===== src/rtl/matmul_pkg.sv =====
// Shared types and constants for the parametrised matrix-multiply control path.
// The read tag travels alongside each A/B read so the accumulator knows when products arrive.
package matmul_pkg;

    typedef enum logic [2:0] {
        StIdle,
        StIssue,
        StDrain,
        StLatch,
        StWrite,
        StDone
    } state_e;

    localparam int unsigned DefAddrW = 4;

    localparam int unsigned TagW     = 3;
    localparam int unsigned TagValid = 2;
    localparam int unsigned TagFirst = 1;
    localparam int unsigned TagLast  = 0;

endpackage


===== src/rtl/matmul_rd_tag_pipe.sv =====
// Tag delay line matching the A/B memory read latency; the tail tag marks a valid product.
// Frozen by the same enable that freezes the memory read pipes.
module matmul_rd_tag_pipe
    import matmul_pkg::*;
#(
    parameter int unsigned RD_LAT = 1
) (
    input  logic            clk,
    input  logic            reset,
    input  logic            en,
    input  logic [TagW-1:0] tag_in,
    output logic [TagW-1:0] tag_out
);

    logic [RD_LAT-1:0][TagW-1:0] pipe_q, pipe_d;

    always_comb begin
        pipe_d = pipe_q;
        if (en) begin
            pipe_d[0] = tag_in;
            for (int s = 1; s < RD_LAT; s++) begin
                pipe_d[s] = pipe_q[s-1];
            end
        end
    end

    always_ff @(posedge clk) begin
        if (reset) begin
            pipe_q <= '0;
        end else begin
            pipe_q <= pipe_d;
        end
    end

    assign tag_out = pipe_q[RD_LAT-1];

endmodule


===== src/rtl/matmul_ctrl_param.sv =====
// Control path for C[M x P] = A[M x K] * B[K x P]: issues reads, steers the accumulator,
// latches and writes each result element, with a start/busy/done handshake and global stall.
module matmul_ctrl_param
    import matmul_pkg::*;
#(
    parameter int unsigned DIM_M  = 10,
    parameter int unsigned DIM_K  = 10,
    parameter int unsigned DIM_P  = 10,
    parameter int unsigned ADDR_W = DefAddrW,
    parameter int unsigned RD_LAT = 1
) (
    input  logic              clk,
    input  logic              reset,
    input  logic              start,
    input  logic              stall,
    output logic              busy,
    output logic              done,
    output logic              rd_en_a,
    output logic [ADDR_W-1:0] row_addr_a,
    output logic [ADDR_W-1:0] col_addr_a,
    output logic              rd_en_b,
    output logic [ADDR_W-1:0] row_addr_b,
    output logic [ADDR_W-1:0] col_addr_b,
    output logic              acc_en,
    output logic              acc_first,
    output logic              res_en,
    output logic              wr_en_c,
    output logic [ADDR_W-1:0] row_addr_c,
    output logic [ADDR_W-1:0] col_addr_c
);

    localparam int unsigned IW = (DIM_M > 1) ? $clog2(DIM_M) : 1;
    localparam int unsigned KW = (DIM_K > 1) ? $clog2(DIM_K) : 1;
    localparam int unsigned JW = (DIM_P > 1) ? $clog2(DIM_P) : 1;

    localparam logic [IW-1:0] ILast = IW'(DIM_M - 1);
    localparam logic [KW-1:0] KLast = KW'(DIM_K - 1);
    localparam logic [JW-1:0] JLast = JW'(DIM_P - 1);

    if (DIM_M > 2**ADDR_W || DIM_K > 2**ADDR_W || DIM_P > 2**ADDR_W) begin : g_bad_addr_w
        $error("matmul_ctrl_param: a dimension exceeds the ADDR_W address range");
    end
    if (DIM_M < 1 || DIM_K < 1 || DIM_P < 1 || RD_LAT < 1) begin : g_bad_dim
        $error("matmul_ctrl_param: dimensions and RD_LAT must be at least 1");
    end

    state_e          state_q, state_d;
    logic [IW-1:0]   i_q, i_d;
    logic [KW-1:0]   k_q, k_d;
    logic [JW-1:0]   j_q, j_d;
    logic [TagW-1:0] tag_in, tag_out;

    always_ff @(posedge clk) begin
        if (reset) begin
            state_q <= StIdle;
            i_q     <= '0;
            j_q     <= '0;
            k_q     <= '0;
        end else begin
            state_q <= state_d;
            i_q     <= i_d;
            j_q     <= j_d;
            k_q     <= k_d;
        end
    end

    always_comb begin
        state_d = state_q;
        i_d     = i_q;
        j_d     = j_q;
        k_d     = k_q;
        if (!stall) begin
            unique case (state_q)
                StIdle: begin
                    if (start) begin
                        state_d = StIssue;
                        i_d     = '0;
                        j_d     = '0;
                        k_d     = '0;
                    end
                end
                StIssue: begin
                    if (k_q == KLast) begin
                        k_d     = '0;
                        state_d = StDrain;
                    end else begin
                        k_d = k_q + 1'b1;
                    end
                end
                // Leave once the final product of this dot product has reached the accumulator.
                StDrain: begin
                    if (tag_out[TagValid] && tag_out[TagLast]) begin
                        state_d = StLatch;
                    end
                end
                StLatch: state_d = StWrite;
                StWrite: begin
                    if (i_q == ILast && j_q == JLast) begin
                        state_d = StDone;
                    end else begin
                        state_d = StIssue;
                        if (j_q == JLast) begin
                            j_d = '0;
                            i_d = i_q + 1'b1;
                        end else begin
                            j_d = j_q + 1'b1;
                        end
                    end
                end
                StDone:  state_d = StIdle;
                default: state_d = StIdle;
            endcase
        end
    end

    always_comb begin
        tag_in = '0;
        if (state_q == StIssue) begin
            tag_in[TagValid] = 1'b1;
            tag_in[TagFirst] = (k_q == '0);
            tag_in[TagLast]  = (k_q == KLast);
        end
    end

    matmul_rd_tag_pipe #(
        .RD_LAT (RD_LAT)
    ) u_rd_tag_pipe (
        .clk     (clk),
        .reset   (reset),
        .en      (!stall),
        .tag_in  (tag_in),
        .tag_out (tag_out)
    );

    always_comb begin
        busy       = (state_q != StIdle);
        rd_en_a    = (state_q == StIssue) && !stall;
        rd_en_b    = (state_q == StIssue) && !stall;
        acc_en     = tag_out[TagValid] && !stall;
        acc_first  = tag_out[TagFirst] && tag_out[TagValid] && !stall;
        res_en     = (state_q == StLatch) && !stall;
        wr_en_c    = (state_q == StWrite) && !stall;
        done       = (state_q == StDone) && !stall;
        row_addr_a = '0;
        col_addr_a = '0;
        row_addr_b = '0;
        col_addr_b = '0;
        row_addr_c = '0;
        col_addr_c = '0;
        if (state_q != StIdle) begin
            row_addr_a = ADDR_W'(i_q);
            col_addr_a = ADDR_W'(k_q);
            row_addr_b = ADDR_W'(k_q);
            col_addr_b = ADDR_W'(j_q);
            row_addr_c = ADDR_W'(i_q);
            col_addr_c = ADDR_W'(j_q);
        end
    end

endmodule


===== config.mk =====
export PLATFORM = sky130hd
export DESIGN_NAME = matmul_ctrl_param
export DESIGN_NICKNAME = d
export VERILOG_FILES = /design/src/rtl/matmul_pkg.sv /design/src/rtl/matmul_rd_tag_pipe.sv /design/src/rtl/matmul_ctrl_param.sv
export SDC_FILE = /design/constraint.sdc
export NUM_CORES = 1
export LEC_CHECK = 0
export BUFFER_PORTS_ARGS = -buffer_cell sky130_fd_sc_hd__buf_2
export CORE_MARGIN = 2
export CORE_UTILIZATION = 46
export CTS_CLUSTER_DIAMETER = 100
export DETAILED_ROUTE_END_ITERATION = 8
export MAX_ROUTING_LAYER = met4
export PLACE_DENSITY = 0.78
export SYNTH_ARGS = -nofsm -noshare
export SYNTH_HDL_FRONTEND = slang
export SYNTH_SLANG_ARGS = --single-unit

===== constraint.sdc =====
create_clock -name clk -period 1.7 [get_ports clk]
set_clock_uncertainty 0.15 [all_clocks]
set_input_delay 0.085 -clock clk [delete_from_list [all_inputs] [get_ports clk]]
set_output_delay 0.085 -clock clk [all_outputs]
set_load 0.02 [all_outputs]

# == Word level (Yosys, flattened, before mapping) ==
# Cells that the tools add are included.
# op_classes
add_sub_neg,3
multipliers,0
n_div,0
order_cmp,0
n_eq_ne,13
n_shift,0
muxes,18
bitwise,1
reduce_logical,19
# op_table
op,count
$mux W4,9
$pmux W4 S2,3
$mux W3,5
$pmux W3 S5,1
$add A4 B1 Y4 const B,3
$eq A4 B4 Y1 const B,3
$ne A2 B2 Y1 const B,5
$logic_and A1 B1 Y1,9
$reduce_and A4 Y1,2
$eq A3 B2 Y1 const B,2
$eq A3 B3 Y1 const B,2
$reduce_and A5 Y1,1
$logic_not A4 Y1,1
$reduce_bool A2 Y1,2
$eq A3 B1 Y1 const B,1
$logic_not A3 Y1,1
$reduce_and A3 Y1,1
$reduce_bool A3 Y1,1
$logic_not A1 Y1,1
$not A1 Y1,1
# word_totals
ff_bits,18
latchBits,0
ramBits,0
romBits,0
wordCells,59
memories,0

# == Logic depth before layout (Yosys ltp) ==
# Gate-level depths: netlist of the first run.
# logic_depth
ltp_word,4
depth_mapped,7
ltp_nobuf,6

# == Hierarchy ==
# Synthesis of the first run repeated with hierarchy kept, for this count alone.
# hier_totals
hier_cells,158
area_unflattened_um2,1222.4
# modules_own_cells
mod,n_inst,cells_per_inst,area_each_um2,seq_area_each_um2
matmul_ctrl_param,1,149,1121.1,300.3
matmul_rd_tag_pipe,1,9,101.3,60.1

# == Worst setup path before layout of the first run ==
# Ideal clock, no wire load.
# synth_path
path_kind,register -> output
start,register state_q[1]
end,output port row_addr_b[2]
arrival_ps,1547
t_required_ps,1465
path_slack_ps,-82
path_stages_with_launch,6
path_buffers,3
cell_sequence,dfxtp_1 clkbuf_1 nor3_1 clkbuf_1 nor2b_1 buf_4
# synth_via
elab_chain_len,2
# synth_rtl
item,line_no,rtl
"start, declared",matmul_ctrl_param.sv:47,"state_e state_q, state_d;"
"start signal, assigned",matmul_ctrl_param.sv:55,state_q <= StIdle;
"start signal, assigned",matmul_ctrl_param.sv:60,state_q <= state_d;
$reduce_bool A3 Y1,matmul_ctrl_param.sv:150,if (state_q != StIdle) begin
$mux W4,n/a,
"end, declared",matmul_ctrl_param.sv:22,"output logic [ADDR_W-1:0] row_addr_b,"
# No other way between the ends.

# == Final worst setup path of the first run ==
# layout_path
start,register state_q[2]
end,output port col_addr_b[3]
# layout_via
elab_chain_len,2
# layout_rtl
item,line_no,rtl
$reduce_bool A3 Y1,matmul_ctrl_param.sv:150,
$mux W4,matmul_ctrl_param.sv:150,
"end, declared",matmul_ctrl_param.sv:23,"output logic [ADDR_W-1:0] col_addr_b,"
# No other way between the ends.

==> impl_results.md, run 1 <==
* Status: finished with violations
* Violated checks: setup timing
* Syn Inst Count at 156
* Yosys top cell area share at 0.298
* Worst-path fanout max at 8
* Vias in the first global route at 1179
* Synth cell count leaders: 21 x nor2_1, 18 x dfxtp_1, 13 x buf_4
* Sw Share at 0.323
* Synth Register Bits at 18
* Critical path endpoint category: output pin
* Share of post-route cells with drive strength above 1 at 0.553
* Hold Path Class: in -> reg
* Ys async rst share at 0
* Max Clk Rate at 557 MHz
* Ant. Diodes at 0
* YS warnings at 0
* Startpoint Class: flop
* Top delay family on crit path: buffers and inverters
* Worst Path Required at 1460 ps
* Final Wtd Congestion at 0.857
* Max-slew violations at 0
* Fin. Hold Viols at 0
* Rows at 18
* WL/cell at about 16 um
* Setup violations, final at 34
* Clk root buf: clkbuf_4
* Leading area contributor after synthesis: dfxtp_1
* Register area share after synthesis at 0.298
* Final nets at 221
* Final WS setup at -93.9 ps
* Core Area at approximately 2500 um^2
* Fin cells at approximately 240
* Crit path DAT at 1560 ps
* Die area at a little over 3000 um^2
* Leakage at around 0.8 nW
* CTS tree: done
* Slew at the pin closest to its max-slew limit at roughly 430 ps
* IO buf count at 35
* Critical-path top delay cell: dfxtp_2
* WS Path Type: reg -> out
* Buf/Inv on CP at 4
* Critical Path Most Common Cell: buf_6
* Yosys cell types at 40
* Clk_lat worst skew at between 300 and 400 ps
* Placed insts at 221
* Fin crit period at around 1800 ps
* Vias post-DR at 1353
* I/O pin cnt at 36
* Top FF cell, synth: dfxtp_1
* Number of H-tree levels at 1
* Worst path max stage delay at about 340 ps
* Starting Density at 0.488
* Chip width at around 55 um
* First-pass GRT wire length at slightly below 5000 um
* EDFF count, synth at 0
* Drc violations at 0
* TritonCTS Buffers at 3
* Num Clock Sinks at 18
* Detailed Route WL at 3830 um
* Initial antenna violation count at 0
* Global-route usage over all layers at 0.200
* Tcrit/Tclk final at 1.06
* Internal at around 0.6 mW
* Vias per cell at between 5 and 6
* Net Count, Synth at 167
* Pre-CTS setup slack at -154 ps
* RSZ-0062 raised after global routing: yes
* MaxCap Viol Count at 0
* Remaining global-route overflow at 0
* Setup TNS at -1980 ps
* Drt first-iter violations at 34
* Largest net degree at the start of global routing at 19
* Pwr dens at roughly 450 nW/um^2
* Router iterations before antenna repair at 4
* Detailed Place HPWL at 2150 um
* Most frequent cell after synthesis: nor2_1
* Die Y at 55.3 um
* Logic gate share of total power at 0.235
* Worst-case clock buffer depth at 2
* Synthesized area per cell at roughly 7.7 um^2
* Area growth, synth to finish at 64.0%
* Clock power share at 0.267
* Max VDD drop at about 450 uV
* Critical-path cell list: buf_6, buf_8, nor3_4, buf_6, nor2b_2, buf_2
* Sw Pwr at 0.286 mW
* Worst-path clk slew at 120 ps
* Remaining antenna violation count at 0
* Fin util at 0.800
* Fill count at about 150
* Ranking of synthesized cells by area: dfxtp_1 30%, buf_4 8.1%, ha_1 7.2%
* Relative slew slack at 0.713
* Reg power frac at 0.497
* Mapped Area at about 1200 um^2
==> cell type report <==
| type | instances | area, um^2 | area share |
|---|---|---|---|
| clock buffer | 3 | 22.5 | 0.0114 |
| inverter | 6 | 22.5 | 0.0114 |
| multi-input combinational | 109 | 883 | 0.446 |
| sequential | 18 | 369 | 0.186 |
| tap | 30 | 37.5 | 0.0189 |
| timing repair buffer | 72 | 647 | 0.326 |
==> stage by stage <==
stage | instance area, um^2 | hold WS, ps | power, mW
final | 1980 | 79.0 | 0.886
after global routing | 1980 | 156 | 0.906
after CTS | 1580 | 96.5 | 0.810
after detailed placement | 1470 | 298 | 0.581
after global placement | 1470 | 293 | 0.576
after floorplan | 1230 | 4.07 | 0.541
==> tightest hold or removal path: cells and delay by family <==
kind / cells / cell delay [ps]
compound gates: 1 / 90
simple gates: 3 / 240
buf+inv: 1 / 120
==> final timing paths <==
check,endpoint,cells after the start,from,slack (ps)
setup / recovery,col_addr_b[3],6,state_q[2],-90
hold / removal,state_q[2],5,start,80
setup reg to reg,i_q[1],7,i_q[1],-60
hold reg to reg,u_rd_tag_pipe.tag_out[1],2,u_rd_tag_pipe.tag_out[1],340
==> flip-flops by register name, indices dropped and copies added, names as in the netlist <==
signal                 flops
state_q                    3
j_q                        4
k_q                        4
i_q                        4
u_rd_tag_pipe.tag_out      3
==> cells by family (layout without fill, tap and decap cells) <==
group	count (synthesis)	after routing	synth area share
AND/OR/NAND/NOR	69	69	0.316
adder cells (fa/ha/maj)	7	7	0.0725
XOR/XNOR	3	3	0.0217
flip-flops	18	18	0.298
buffers and inverters	29	81	0.133
AO/OA/AOI/OAI	28	28	0.143
multiplexers	2	2	0.0166
==> power by group through the flow <==
stage	Sequential [mW]	Combinational, mW	Clock [mW]
final	0.441	0.209	0.237
after global routing	0.442	0.222	0.242
after CTS	0.439	0.152	0.219
after detailed placement	0.448	0.133	0
after global placement	0.448	0.128	0
after floorplan	0.446	0.0947	0
==> timing repair <==
item,CTS,global route
hold buffers,1,0
endpoints found under the setup margin,36,44
hold endpoints to repair,6,0
gates cloned,1,0
pin swaps,11,9
setup buffers,5,7
resized for setup,14,99
==> routing by layer <==
layer  GRT usage  wire length [um]  vias up
met1       0.229              1490      658
met2       0.355              2110       47
li1            -                 -      644
met3      0.0398               167        4
met4      0.0488                61        0
met5           -                 0        -
==> layout by cell type, fill, tap and decap left out, drive strengths merged, types with 2 or more instances in the layout <==
cell	n
ha	7
nand2	4
dfxtp	18
nor2b	9
xnor2	3
buf	71
and2	2
a21oi	11
nand3	3
or4	5
and3b	2
nand2b	2
nor3	8
a22oi	2
inv	6
a31oi	2
nor2	21
o21ai	5
nor3b	2
clkbuf	3
nor4	3
mux2i	2
(Power assumes the default switching activity.)
==> run 2: changes to the inputs <==
--- a/config.mk
+++ b/config.mk
@@ -10,6 +10,7 @@
 export CORE_UTILIZATION = 46
 export CTS_CLUSTER_DIAMETER = 100
 export DETAILED_ROUTE_END_ITERATION = 8
+export GPL_TIMING_DRIVEN = 0
 export MAX_ROUTING_LAYER = met4
 export PLACE_DENSITY = 0.78
 export SYNTH_ARGS = -nofsm -noshare
==> constraint.sdc (replaced) <==
create_clock -name clk -period 1.5 [get_ports clk]
set_clock_uncertainty 0.15 [all_clocks]
set_input_delay 0.075 -clock clk [delete_from_list [all_inputs] [get_ports clk]]
set_output_delay 0.075 -clock clk [all_outputs]
set_load 0.02 [all_outputs]
==> run 2 against run 1 <==
The run still ends with setup timing left. Setup slack got worse by 470 ps. Critical path depth rose by 1. Global-route usage rose by 11 points. Worst hold slack improved by 29 ps. Die area did not move. Register-to-register slack got worse by 510 ps. Routed wire length rose by 74%. Sequential share of layout area fell by 2.6 points. Design area rose by 21%. First-iteration DRC count rose to 5.0 times the previous value. Clock power rose by 42%. Critical path type is now reg -> reg.
==> impl_results.md, run 2 (synthesis results as in run 1) <==
* Biggest regs: i_q: 4 flops, j_q: 4 flops, k_q: 4 flops
* Leakage at 0.965 nW (+21%)
* Setup violations, final at 49 (+44%)
* Commonest non-fill, non-tap cells in the layout: 49 x buf_6, 31 x buf_4, 14 x nor2_1
* CTS tree: done
* I/O pin cnt at 36 (unchanged)
* Max Clk Rate at roughly 480 MHz
* First-pass GRT wire length at 7220 um (+47%)
* Multi-input logic area at 953 um^2 (+7.9%)
* Min-Delay Startpoint: start
* Vias per cell at 6.63 (+17%)
* Fill count at 44 (-71%)
* Largest net degree at the start of global routing at 11 (-8)
* Num Clock Sinks at 18 (unchanged)
* Remaining global-route overflow at 0 (unchanged)
* Worst-path clk slew at 120 ps (about the same)
* Die area at 3050 um^2 (unchanged)
* Most common cell after layout, fill and taps aside: buf_6
* WS Path Type: reg -> reg
* Hold Path Class: in -> reg
* Max-slew violations at 0 (unchanged)
* Drc violations at 0 (unchanged)
* IO buf count at 34 (-2.9%)
* Final nets at 245 (+11%)
* Crit path DAT at 2160 ps (+600 ps)
* Final Wtd Congestion at 0.851 (-0.75%)
* Register area at 385 um^2 (+4.4%)
* Ant. Diodes at 0 (unchanged)
* Worst-case clock buffer depth at 2 (unchanged)
* Worst Path Required at 1600 ps (+140 ps)
* Drt first-iter violations at 169 (+400%)
* WL/cell at 25.3 um (+58%)
* Critical-path top delay cell: or4_1
* Global-route usage over all layers at 0.309 (+0.109)
* Final Total Pwr at 1.16 mW (+30%)
* Final WS setup at -566 ps (-472 ps)
* Fin. Hold Viols at 0 (unchanged)
* Vias post-DR at 1745 (+29%)
* Relative slew slack at 0.491 (-0.222)
* Crit path from: i_q[1]
* MaxCap Viol Count at 0 (unchanged)
* Number of H-tree levels at 1 (unchanged)
* Top delay family on crit path: simple AND/OR/NAND/NOR gates
* RSZ-0062 raised after global routing: yes
* Fin cells at 263 (+11%)
* Die Y at 55.3 um (unchanged)
* RR Startpoint: i_q[1]
* Detailed Place HPWL at 2230 um (+3.3%)
* Max VDD drop at 935 uV (+110%)
* Clk root buf: clkbuf_4
* Status: finished with violations
* Area growth, synth to finish at 98.7%
* Initial antenna violation count at 0 (unchanged)
* Slew at the pin closest to its max-slew limit at 763 ps (+334 ps)
* Violated checks: setup timing
* Clk_lat worst skew at 320 ps (about the same)
* Remaining antenna violation count at 0 (unchanged)
* Pwr dens at 481 nW/um^2 (+7.6%)
* Share of post-route cells with drive strength above 1 at 0.665 (+0.112)
* Critical path endpoint category: flop
* Buf/Inv on CP at 2 (-2)
* Fin crit period at 2070 ps
* TritonCTS Buffers at 3 (unchanged)
* Critical-path cell list: inv_2, ha_4, nand4b_1, o211ai_1, buf_4, or4_1, a21oi_1
* Detailed Route WL at 6660 um (+74%)
* Tcrit/Tclk final at 1.38
* Starting Density at 0.488 (unchanged)
* Reg2Reg Setup Slack at -570 ps (-510 ps)
* Rows at 18 (unchanged)
* Startpoint Class: flop
* Chip width at 55.3 um (unchanged)
* Vias in the first global route at 1512 (+28%)
* Worst-path fanout max at 4 (-4)
* Router iterations before antenna repair at 5 (+1)
* Placed insts at 220 (-0.45%)
* Core Area at 2480 um^2 (unchanged)
* Worst path max stage delay at 520 ps (+180 ps)
-- run 2: layout make-up --
class / count / share of cell area
Clock buffer: 4 / 0.0151
Timing Repair Buffer: 73 / 0.292
Inverter: 6 / 0.0104
Buffer: 23 / 0.109
Multi-Input combinational cell: 109 / 0.397
Sequential cell: 18 / 0.161
Tap cell: 30 / 0.0156
-- run 2: worst paths after layout --
kind | to | cells after the start
max | i_q[1] | 7
min | state_q[2] | 5
max reg2reg | i_q[1] | 7
min reg2reg | j_q[3] | 2
-- run 2: per-stage QoR --
stage / instance area (um^2) / setup TNS, ps / hold slack [ps] / util / setup slack, ps
final: 2400 / -17250 / 108 / 0.969 / -566
after global routing: 2400 / -18550 / 154 / 0.969 / -585
after CTS: 2040 / -9120 / 110 / 0.825 / -317
after detailed placement: 1480 / -10660 / 199 / 0.598 / -442
after global placement: 1480 / -9070 / 199 / 0.598 / -387
after floorplan: 1270 / -1180 / -5.93 / - / -181
-- run 2: what timing repair did --
action                                  4_1_cts  5_1_grt
pin swaps                                    13       18
setup buffers                                19       18
hold endpoints to repair                      4        0
hold buffers                                  1        0
gates resized for setup                      98       65
gates cloned                                  2        0
endpoints found under the setup margin       43       48
-- run 2: metal layers --
layer | wire length, um | track usage | vias to the layer above
li1 | - | - | 693
met1 | 2230 | 0.340 | 807
met4 | 473 | 0.125 | 0
met2 | 3190 | 0.539 | 188
met3 | 764 | 0.0632 | 57
met5 | 0 | - | -
-- run 2: tightest hold or removal path, cell delays in order --
cell and delay (ps):
buf_2 110, nand2b_1 100, a31oi_1 100, nor2_1 110
nor3_1 60
-- run 2: power breakdown --
group | switching (mW) | internal [mW]
Clock | 0.188 | 0.149
Sequential | 0.0122 | 0.482
Combinational | 0.191 | 0.133
Total | 0.391 | 0.764
==> run 3: changes to the inputs <==
--- a/config.mk
+++ b/config.mk
@@ -6,7 +6,6 @@
 export NUM_CORES = 1
 export LEC_CHECK = 0
 export BUFFER_PORTS_ARGS = -buffer_cell sky130_fd_sc_hd__buf_2
-export CORE_MARGIN = 2
 export CORE_UTILIZATION = 46
 export CTS_CLUSTER_DIAMETER = 100
 export DETAILED_ROUTE_END_ITERATION = 8
==> constraint.sdc (replaced) <==
create_clock -name clk -period 1.5 [get_ports clk]
set_clock_uncertainty 0.15 [all_clocks]
set_input_delay 0.225 -clock clk [delete_from_list [all_inputs] [get_ports clk]]
set_output_delay 0.225 -clock clk [all_outputs]
set_load 0.02 [all_outputs]
==> run 3 against run 2 <==
The flow still finishes with violations (setup timing). Clock power decreased by 2%. Combinational power increased by 12%. Sequential power about the same. Via count decreased by 7.3%. Sequential cell count unchanged. Global-route usage increased by 0.83 points. Power increased by 2.7%. Setup slack improved by 59 ps. Worst hold slack got worse by 98 ps. Design area decreased by 3.0%. Fmax increased by 2.9%. Sequential share of layout area increased by 0.38 points.
==> impl_results.md, run 3 (synthesis results as in run 1) <==
* Fin. Hold Viols at 0 (unchanged)
* Fill count at 81 (+84%)
* Buf/Inv on CP at 2 (unchanged)
* Chip width at 53.3 um (-3.6%)
* Detailed Route WL at 5930 um (-11%)
* Slew at the pin closest to its max-slew limit at 608 ps (-155 ps)
* TritonCTS Buffers at 3 (unchanged)
* Worst path max stage delay at 410 ps (-110 ps)
* Relative slew slack at 0.595 (+0.103)
* Vias post-DR at 1618 (-7.3%)
* Biggest regs: i_q: 4 flops, j_q: 4 flops, k_q: 4 flops
* Max-slew violations at 0 (unchanged)
* Die area at 2840 um^2 (-7.1%)
* Register area at 383 um^2 (-0.65%)
* WS Path Type: reg -> reg
* Setup violations, final at 47 (-4.1%)
* I/O pin cnt at 36 (unchanged)
* Max VDD drop at 643 uV (-31%)
* Final WS setup at -507 ps (+59.0 ps)
* Remaining antenna violation count at 0 (unchanged)
* Final Wtd Congestion at 0.880 (+3.4%)
* Vias per cell at 6.27 (-5.5%)
* MaxCap Viol Count at 0 (unchanged)
* Multi-input logic area at 968 um^2 (+1.6%)
* Met2 wire len at 2850 um (-11%)
* Area growth, synth to finish at 92.8%
* Global-route usage over all layers at 0.317 (+0.00834)
* Drt first-iter violations at 89 (-47%)
* Critical Path Most Common Cell: buf_4
* Violated checks: setup timing
* Pwr dens at 509 nW/um^2 (+5.9%)
* Hold_buf cts at 0 (-1)
* Ant. Diodes at 0 (unchanged)
* Router iterations before antenna repair at 4 (-1)
* First-pass GRT wire length at 6200 um (-14%)
* Tcrit/Tclk final at 1.34 (-0.0393)
* Hold Path Class: in -> reg
* Vias in the first global route at 1347 (-11%)
* Largest net degree at the start of global routing at 11 (unchanged)
* Pre-CTS setup slack at -493 ps (-50.9 ps)
* Hold_ws at 10.3 ps (-97.7 ps)
* Drc violations at 0 (unchanged)
* Startpoint Class: flop
* IO buf count at 34 (unchanged)
* Starting Density at 0.488 (unchanged)
* Share of post-route cells with drive strength above 1 at 0.658 (-0.00734)
* Met3 Routed Length at 638 um (-16%)
* Remaining global-route overflow at 0 (unchanged)
* Crit path DAT at 2090 ps (-70 ps)
* Clk root buf: clkbuf_4
* Top delay family on crit path: simple AND/OR/NAND/NOR gates
* Initial antenna violation count at 0 (unchanged)
* Number of H-tree levels at 1 (unchanged)
* Commonest non-fill, non-tap cells in the layout: 43 x buf_6, 31 x buf_4, 14 x nor2_1
* Num Clock Sinks at 18 (unchanged)
* Leakage at 0.938 nW (-2.9%)
* Die Y at 53.3 um (-3.6%)
* WL/cell at 23.0 um (-9.3%)
* Most common cell after layout, fill and taps aside: buf_6
* Fin crit period at 2010 ps (-58.9 ps)
* Metal1 wirelength at 2040 um (-8.7%)
* DR top layer: met4
* Worst-path fanout max at 6 (+2)
* Worst-case clock buffer depth at 2 (unchanged)
* CTS tree: done
* Rows at 18 (unchanged)
* Core Area at 2480 um^2 (unchanged)
* Worst-path clk slew at 120 ps (about the same)
* Clk_lat worst skew at 310 ps (about the same)
* Critical-path top delay cell: or4_1
* Critical path endpoint category: flop
* Max Clk Rate at 498 MHz (+2.9%)
* Detailed Place HPWL at 2200 um (-1.2%)
* RSZ-0062 raised after global routing: yes
* Critical-path cell list: buf_4, nor3_2, o211ai_1, buf_4, or4_1, a21oi_1
* Final nets at 240 (-2.0%)
* Status: finished with violations
* Worst Path Required at 1580 ps (-20 ps)
run 3: changes by cell type in the layout (fill, tap and decap cells not counted), moves of 3 or more:
| cell | previous run | this run |
|---|---|---|
| buf_2 | 4 | 8 |
| buf_12 | 0 | 4 |
| buf_6 | 49 | 43 |
| buf_8 | 4 | 1 |
run 3: final timing paths:
| path | cells past startpoint | startpoint | slack [ps] | to |
|---|---|---|---|---|
| worst max register to register | 6 | state_q[0] | -510 | i_q[0] |
| worst min-delay path | 2 | reset | 10 | j_q[3] |
| worst min register to register | 2 | u_rd_tag_pipe.tag_out[1] | 390 | u_rd_tag_pipe.tag_out[1] |
| worst max-delay path | 6 | state_q[0] | -510 | i_q[0] |
run 3: metal layers:
metal | track usage | up-vias
li1 | - | 684
met1 | 0.368 | 747
met2 | 0.535 | 146
met3 | 0.0402 | 41
met4 | 0.149 | 0
met5 | - | -
run 3: worst reg2reg max path: stages, from the launching register on:
cell,delay (ps)
dfxtp_2,350
buf_4,150
nor3_2,210
o211ai_1,250
buf_4,240
or4_1,410
a21oi_1,170
run 3: cell type report:
cell class                 count  share of cell area
multi-input combinational    109               0.416
buffer                        23              0.0999
clock buffer                   4              0.0156
sequential                    18               0.164
timing repair buffer          68               0.278
inverter                       6              0.0107
tap                           30              0.0161
run 3: timing repair:
action,CTS,global route
endpoints found under the setup margin,43,47
hold endpoints to repair,0,0
gates resized for setup,86,64
pin swaps,13,15
setup buffers,24,11
cloned,1,0
run 3: per-stage QoR:
stage	std cells	utilization	setup TNS, ps	cell area (um^2)	power (mW)
4_1_cts	249	0.807	-14270	2000	1.05
3_3_place_gp	220	0.605	-13390	1500	0.662
3_5_place_dp	220	0.605	-13670	1500	0.668
6_report	258	0.940	-16820	2330	1.19
5_1_grt	258	0.940	-18820	2330	1.22
2_1_floorplan	156	-	-2990	1290	0.625
run 3: power breakdown:
| part | switching [mW] | leakage [nW] | internal, mW |
|---|---|---|---|
| Sequential | 0.00998 | 0.151 | 0.484 |
| Clock | 0.180 | 0.0210 | 0.149 |
| Combinational | 0.193 | 0.765 | 0.171 |
